<file path="config.mk">
export PLATFORM = sky130hd
export DESIGN_NAME = accum_writeback
export DESIGN_NICKNAME = d
export VERILOG_FILES = /design/src/rtl/accum_writeback.sv
export SDC_FILE = /design/constraint.sdc
export NUM_CORES = 1
export LEC_CHECK = 0
export ABC_AREA = 1
export CAP_MARGIN = 20
export CELL_PAD_IN_SITES_DETAIL_PLACEMENT = 1
export CELL_PAD_IN_SITES_GLOBAL_PLACEMENT = 1
export CORE_MARGIN = 3
export CORE_UTILIZATION = 31
export DETAILED_ROUTE_END_ITERATION = 10
export PLACE_DENSITY_LB_ADDON = 0.1
export SLEW_MARGIN = 5
export SYNTH_ARGS = -nofsm -noshare
export SYNTH_HDL_FRONTEND = slang
export SYNTH_SLANG_ARGS = --single-unit
</file>
<file path="constraint.sdc">
create_clock -name clk -period 24.4 [get_ports clk]
set_clock_uncertainty 0.15 [all_clocks]
set_input_delay 7.32 -clock clk [delete_from_list [all_inputs] [get_ports clk]]
set_output_delay 7.32 -clock clk [all_outputs]
set_load 0.005 [all_outputs]
</file>
<file path="src/rtl/accum_writeback.sv">
// accum_writeback: read-modify-write accumulator between a systolic array and an
// accumulation buffer with a fixed-latency read port and a single write port.
`default_nettype none

module accum_writeback #(
  parameter int ACC_WIDTH       = 16,
  parameter int NUM_OC          = 4,
  parameter int BANK_ADDR_WIDTH = 32,
  parameter int READ_LATENCY    = 2,
  localparam int DATA_WIDTH     = ACC_WIDTH * NUM_OC
) (
  input  logic                       clk,
  input  logic                       rst,
  input  logic                       in_valid,
  output logic                       in_ready,
  input  logic                       in_first,
  input  logic                       in_last,
  input  logic [BANK_ADDR_WIDTH-1:0] in_adr,
  input  logic [DATA_WIDTH-1:0]      in_psum,
  output logic                       ren_sys_arr,
  output logic [BANK_ADDR_WIDTH-1:0] radr_sys_arr,
  input  logic [DATA_WIDTH-1:0]      rdata_sys_arr,
  output logic                       wen,
  output logic [BANK_ADDR_WIDTH-1:0] wadr,
  output logic [DATA_WIDTH-1:0]      wdata,
  output logic                       busy,
  output logic                       tile_done
);

  localparam int RL = READ_LATENCY;

  logic [RL-1:0]              vld_q;
  logic [RL-1:0]              first_q;
  logic [RL-1:0]              last_q;
  logic [BANK_ADDR_WIDTH-1:0] adr_q  [RL];
  logic [DATA_WIDTH-1:0]      psum_q [RL];

  logic                       wr_vld_q;
  logic                       wr_last_q;
  logic [BANK_ADDR_WIDTH-1:0] wr_adr_q;
  logic [DATA_WIDTH-1:0]      wr_data_q;
  logic [DATA_WIDTH-1:0]      wr_data_d;

  logic hit;
  logic accept;

  // A word that reads the buffer must not overtake a pending write to the same address.
  always_comb begin
    hit = wr_vld_q && (wr_adr_q == in_adr);
    for (int i = 0; i < RL; i++) begin
      if (vld_q[i] && (adr_q[i] == in_adr)) begin
        hit = 1'b1;
      end
    end
  end

  assign in_ready     = !rst && !(in_valid && !in_first && hit);
  assign accept       = in_valid && in_ready;
  assign ren_sys_arr  = accept && !in_first;
  assign radr_sys_arr = in_adr;

  for (genvar k = 0; k < NUM_OC; k++) begin : g_lane
    logic [ACC_WIDTH-1:0] old_lane;
    assign old_lane = first_q[RL-1] ? '0 : rdata_sys_arr[k*ACC_WIDTH +: ACC_WIDTH];
    assign wr_data_d[k*ACC_WIDTH +: ACC_WIDTH] =
        old_lane + psum_q[RL-1][k*ACC_WIDTH +: ACC_WIDTH];
  end

  always_ff @(posedge clk or posedge rst) begin
    if (rst) begin
      vld_q     <= '0;
      first_q   <= '0;
      last_q    <= '0;
      wr_vld_q  <= 1'b0;
      wr_last_q <= 1'b0;
      wr_adr_q  <= '0;
      wr_data_q <= '0;
      for (int i = 0; i < RL; i++) begin
        adr_q[i]  <= '0;
        psum_q[i] <= '0;
      end
    end else begin
      vld_q[0]   <= accept;
      first_q[0] <= in_first;
      last_q[0]  <= in_last;
      adr_q[0]   <= in_adr;
      psum_q[0]  <= in_psum;
      for (int i = 1; i < RL; i++) begin
        vld_q[i]   <= vld_q[i-1];
        first_q[i] <= first_q[i-1];
        last_q[i]  <= last_q[i-1];
        adr_q[i]   <= adr_q[i-1];
        psum_q[i]  <= psum_q[i-1];
      end
      wr_vld_q  <= vld_q[RL-1];
      wr_last_q <= vld_q[RL-1] && last_q[RL-1];
      wr_adr_q  <= adr_q[RL-1];
      wr_data_q <= wr_data_d;
    end
  end

  assign wen       = wr_vld_q;
  assign wadr      = wr_adr_q;
  assign wdata     = wr_data_q;
  assign tile_done = wr_vld_q && wr_last_q;
  assign busy      = (|vld_q) || wr_vld_q;

endmodule

`default_nettype wire

</file>
# Word-level counts from Yosys, hierarchy flattened

Index checks and enable logic that the tools add are counted.

Add/sub/neg operators: 4
Multipliers: 0
Div/mod/pow operators: 0
Order comparisons: 0
Eq/ne operators: 3
Shifts and indexed selects: 0
Multiplexer cells: 6
Bitwise logic cells: 0
Reduce and logical (&&, ||, !) cells: 15

Operator list:

| kind               | count |
|---|---|
| == test 32 bit     | 3 |
| adder 16 bit       | 4 |
| 2-to-1 mux 16 bit  | 4 |
| logical AND 1 bit  | 10 |
| zero test 1 bit    | 3 |
| 2-to-1 mux 1 bit   | 2 |
| OR reduction 2 bit | 1 |
| logical OR 1 bit   | 1 |

Flip-flop bits (word level): 296
Bits in latches: 0
Bits in writable memories: 0
Bits in read-only memories: 0
Input bits: 165
Output and inout bits: 133
Word-level logic and storage cells: 39
Memories kept: 0

# Depth between registers and ports, before layout

Word-level depth: 9
Mapped depth: 14
Depth with buffers taken out: 13

# Worst setup path after synthesis

Ideal clock, no wire load.

Path type: input -> output
Start: in rst
End: out ren_sys_arr
Arrival time: 13.864 ns
Required time: 16.930 ns
Path slack: 3.066 ns
Cell stages on the path: 3
Buffers on the path: 0
Path through: inv_1 > nand2_2 > nor2_1

Word-level cells in the longest chain between the ends: 4

RTL lines:

| what                      | RTL line | text |
|---|---|---|
| start: declaration        | 13       | `input logic rst,` |
| zero test 1 bit (no line) | n/a      |  |
| logical AND 1 bit         | 57       | `assign in_ready = !rst && !(in_valid && !in_first && hit);` |
| logical AND 1 bit         | 58       | `assign accept = in_valid && in_ready;` |
| logical AND 1 bit         | 59       | `assign ren_sys_arr = accept && !in_first;` |
| end: declaration          | 20       | `output logic ren_sys_arr,` |

No other way between the ends.

# Worst setup path after layout

Start: in in_adr[29]
End: out in_ready

Word-level cells in the longest chain between the ends: 7
Elaborated cells on any way between the ends: 11
Those cells by class: 3 x eq/ne; 2 x mux; 6 x reduce/logical

RTL lines:

| what                                        | RTL line | text |
|---|---|---|
| start: declaration                          | 18       | `input logic [BANK_ADDR_WIDTH-1:0] in_adr,` |
| == test 32 bit, on equally long branches    | 49, 51   |  |
| logical AND 1 bit, on equally long branches | 49, 51   |  |
| 2-to-1 mux 1 bit                            | 51       | `if (vld_q[i] && (adr_q[i] == in_adr)) begin` |
| 2-to-1 mux 1 bit *                          | 51       |  |
| logical AND 1 bit *                         | 57       |  |
| zero test 1 bit *                           | 57       |  |
| logical AND 1 bit *                         | 57       |  |
| end: declaration                            | 15       | `output logic in_ready,` |

Every way passes the cells marked *; elsewhere a longest branch is shown, timed or not.

==> impl_results.md <==
* Outcome: finished clean
* Standard cell core area at 39900 µm²
* Post-detailed-routing wire length at 34100 µm
* Fin cells at 2089
* Critical path startpoint category: primary input
* Proportion of synthesized flip-flops having asynchronous set or reset at 1.00
* Area share of the leading cell type in the synthesized netlist at 0.589
* Number of post-CTS setup repair buffers at 0
* Cts bufs inserted at 36
* Worst-Skew Late Latency at 0.53 ns
* Antenna violations before repair at 8
* Final-layout worst hold slack at 0.189 ns
* Category of cells accounting for the largest share of critical-path delay: buffers and inverters
* Global-route met1 utilization at 0.205
* Clock Sinks at 296
* Slew @ Worst Pin at 0.946 ns
* Final hold violation count at 0
* Post-synthesis simple-gate area fraction at 0.142
* Ratio of routed vias to standard cells at 4.33
* Synthesized area per cell at 10.1 µm²
* Met3 Resource Use GR at 0.0505
* Ports placed on the boundary at 298
* Final critical delay including setup and external delays at 16.91 ns
* Synth warnings at 0
* Max-cap violation count at 0
* Reg2Reg Depth at 10
* H-tree levels at 2
* Syn-to-layout area delta at 36.6%
* Biggest area contributors in the synthesized netlist: sky130_fd_sc_hd__dfrtp_1, sky130_fd_sc_hd__nand2_1, sky130_fd_sc_hd__ha_1, sky130_fd_sc_hd__inv_1, sky130_fd_sc_hd__nor2_1
* Adder-cell share of the synthesized area at 0.0660
* Initial Utilization at 0.315
* Most frequent cells after synthesis: sky130_fd_sc_hd__dfrtp_1, sky130_fd_sc_hd__nand2_1, sky130_fd_sc_hd__inv_1
* Reg2Reg Launch Point: first_q[1]
* Count of final setup violators at 0
* Worst VDD drop at 42.4 µV
* Power density over cell area at 75.1 nW/µm²
* CP Buf/Inv Count at 5
* Proportion of synthesized chip area in sequential cells at 0.589
* Hold depth at 0
* Met2 Track Usage GR at 0.272
* Vias in the first global route at 10255
* Worst stage delay on the critical path at 0.59 ns
* Critical-path cell with the highest stage delay: sky130_fd_sc_hd__clkdlybuf4s50_1
* Launch instance of the worst min-delay path: psum_q[102]
* Final estimated routing congestion in global placement at 0.831
* Synth Net Count at 1469
* Die Footprint at 43100 µm²
* Fmax at 59.1 MHz
* Final cycle utilization of the critical path at 0.693
* Tightest Hold Check Type: register to register
* Post-CTS resize count at 0
* Synth Instances at 1240
* Number of violations reported at the end of detailed-routing iteration 0 at 325
* Detail Placement HPWL at 25800 µm
* Clk buf depth at 3
* Worst reg2reg setup slack at 21.48 ns
* Layout cell share with drive strength beyond 1 at 0.0608
* Count of TritonRoute iterations in the first routing pass at 4
* Area fraction in compound gates after synthesis at 0.0671
* Total placed cells including tap cells at 2027
* End of the worst register-to-register path: wdata[10]
* Die Wd at 207 µm
* Area of the mapped netlist at 12600 µm²
* P_leak at 8.24 nW
* Detailed-route DRC error count at 0
* Main combinational cell family by area after synthesis: simple AND/OR/NAND/NOR gates
* Sum of overflow across all layers after global routing at 0
* Count of state elements after synthesis at 296
* Wire per inst at 16.3 µm
* Required time of the worst setup path at 16.93 ns
* Signal arrival time at the worst endpoint at 9.44 ns
* Post-synthesis cell type with the largest combined area: sky130_fd_sc_hd__dfrtp_1
* Post-synth EDFFs at 0
* Number of routed nets with antenna violations at 0
* Clock-pin slew of the registers on the worst-case setup and hold paths at 0.06 ns
* Vert. Die Dim at 207 µm
* Worst-path cell chain: clkdlybuf4s50_1 > inv_1 > nand2_1 > nand2_1 > inv_1 > nand2_1 > nor2_1 > nand2_1 > nor2_1 > nand3_1 > nand3_1 > nand2_1 > nand2_2 > inv_1 > clkdlybuf4s50_1
* First-pass GRT wire length at 55800 µm
* Critical path capture point type: output pin
* Number of buffers added on ports at 297
* Total negative slack at 0 ns
* Clock root buffer: sky130_fd_sc_hd__clkbuf_16
* CP Class: primary input to output pin
* Worst slew margin relative to its limit at 0.369
* Endpoint of the worst hold path: psum_q[38]
* Most used routing layer in global routing: met2
* Largest fanout of any net on the critical path at 5
* Proportion of synthesized area in mux cells at 0
* Xor and xnor area share after synthesis at 0.0619
* RSZ-0062 raised after global routing: no
* Post-synth top flop: sky130_fd_sc_hd__dfrtp_1
* Maximum number of pins on one net before global-route repair at 100
* Tot GR Track Use at 0.162
* TritonCTS clock tree: yes
* Final-report max-slew violation count at 0
* CP dominant cell by count: sky130_fd_sc_hd__nand2_1
* Number of different library cells in the post-synthesis netlist at 32
* Number of nets in the final layout at 1769
* Via total after detailed routing at 9047
* Row count at 73
* Library cell with the highest instance count after synthesis: sky130_fd_sc_hd__dfrtp_1
* Number of buffers inserted for hold repair after clock tree synthesis at 0
flip-flops by register name, summed over array words and instances, names as in the netlist:
register / flops
wr_last_q: 1
psum_q: 128
wadr: 32
vld_q: 2
wdata: 64
wen: 1
adr_q: 64
first_q: 2
last_q: 2
through the flow:
step | total power [mW] | setup WS (ns) | util | instance area [µm²]
after global routing | 1.36 | 7.26 | 0.431 | 17200
final | 1.29 | 7.49 | 0.431 | 17200
after global placement | 0.752 | 7.45 | 0.401 | 16000
after CTS | 1.32 | 7.41 | 0.431 | 17200
after floorplan | 0.644 | 3.07 | - | 12600
after detailed placement | 0.756 | 7.44 | 0.401 | 16000
worst max-delay path by stage:
| stage | startpoint | end | slack [ns] | cells past startpoint |
|---|---|---|---|---|
| global route | in_adr[29] | ren_sys_arr | 7.26 | 15 |
| floorplan | rst | ren_sys_arr | 3.07 | 3 |
| finish | in_adr[29] | in_ready | 7.49 | 15 |
| CTS | in_adr[4] | in_ready | 7.41 | 13 |
| global placement | in_adr[29] | in_ready | 7.45 | 15 |
| detailed placement | in_adr[4] | in_ready | 7.44 | 13 |
worst reg2reg max path, cell delays in order (launching register included):
cell and delay [ns]:
sky130_fd_sc_hd__dfrtp_2 0.34, sky130_fd_sc_hd__buf_4 0.60, sky130_fd_sc_hd__nor2_1 0.15, sky130_fd_sc_hd__ha_1 0.28, sky130_fd_sc_hd__fa_1 0.44, sky130_fd_sc_hd__nand3_1 0.09, sky130_fd_sc_hd__nand2_1 0.12, sky130_fd_sc_hd__a21boi_2 0.27
sky130_fd_sc_hd__o21ai_2 0.10, sky130_fd_sc_hd__a21oi_2 0.15, sky130_fd_sc_hd__xnor2_1 0.13
placed cells by master (no fill, tap or decap), types with 4 or more instances in the layout:
cell type / Yosys / layout
sky130_fd_sc_hd__clkdlybuf4s50_1: 0 / 297
sky130_fd_sc_hd__dfrtp_1: 296 / 295
sky130_fd_sc_hd__nand2_1: 237 / 237
sky130_fd_sc_hd__inv_1: 177 / 176
sky130_fd_sc_hd__nor2_1: 145 / 145
sky130_fd_sc_hd__ha_1: 60 / 60
sky130_fd_sc_hd__xor2_1: 55 / 55
sky130_fd_sc_hd__a21oi_1: 45 / 45
sky130_fd_sc_hd__o21ai_0: 44 / 44
sky130_fd_sc_hd__clkbuf_16: 0 / 37
sky130_fd_sc_hd__xnor2_1: 34 / 34
sky130_fd_sc_hd__nand3_1: 32 / 32
sky130_fd_sc_hd__nand2_2: 11 / 11
sky130_fd_sc_hd__clkbuf_1: 7 / 8
sky130_fd_sc_hd__a211oi_1: 6 / 6
sky130_fd_sc_hd__o21ai_2: 6 / 6
sky130_fd_sc_hd__a21oi_2: 6 / 6
sky130_fd_sc_hd__bufinv_16: 0 / 5
sky130_fd_sc_hd__o21bai_1: 4 / 4
sky130_fd_sc_hd__a21oi_4: 4 / 4
sky130_fd_sc_hd__a21boi_2: 4 / 4
sky130_fd_sc_hd__nand3b_1: 4 / 4
sky130_fd_sc_hd__a31oi_1: 4 / 4
sky130_fd_sc_hd__nand4_1: 4 / 4
sky130_fd_sc_hd__fa_1: 4 / 4
sky130_fd_sc_hd__clkbuf_8: 0 / 4
sky130_fd_sc_hd__buf_4: 32 / 4
kinds of logic after synthesis:
logic type / count (synthesis)
adders and majority gates: 64
AOI/OAI and AO/OA: 132
buffers and inverters: 216
xor gates and xnor gates: 89
and+or+nand+nor: 443
DFF: 296
cell type report:
| cell class | instances | area (µm²) |
|---|---|---|
| fill | 4454 | 22700 |
| clock buffer | 49 | 1010 |
| tap | 525 | 657 |
| multi-input combinational | 728 | 4250 |
| clock inverter | 11 | 189 |
| inverter | 177 | 672 |
| sequential | 296 | 7410 |
| timing repair buffer | 301 | 3000 |
| antenna | 2 | 5.00 |
report_power, final:
part	internal (mW)	switching, mW
sequential	0.530	0.0162
combinational	0.103	0.0936
clock	0.342	0.206
total	0.974	0.316
routing by layer:
| metal | share of wire | up-vias | wire, µm |
|---|---|---|---|
| met5 | 0.0032 | - | 110 |
| met4 | 0.018 | 12 | 629 |
| met3 | 0.057 | 53 | 1950 |
| met2 | 0.48 | 190 | 16500 |
| met1 | 0.44 | 4365 | 15000 |
| li1 | - | 4427 | - |
Power figures use the tool's default switching activity.
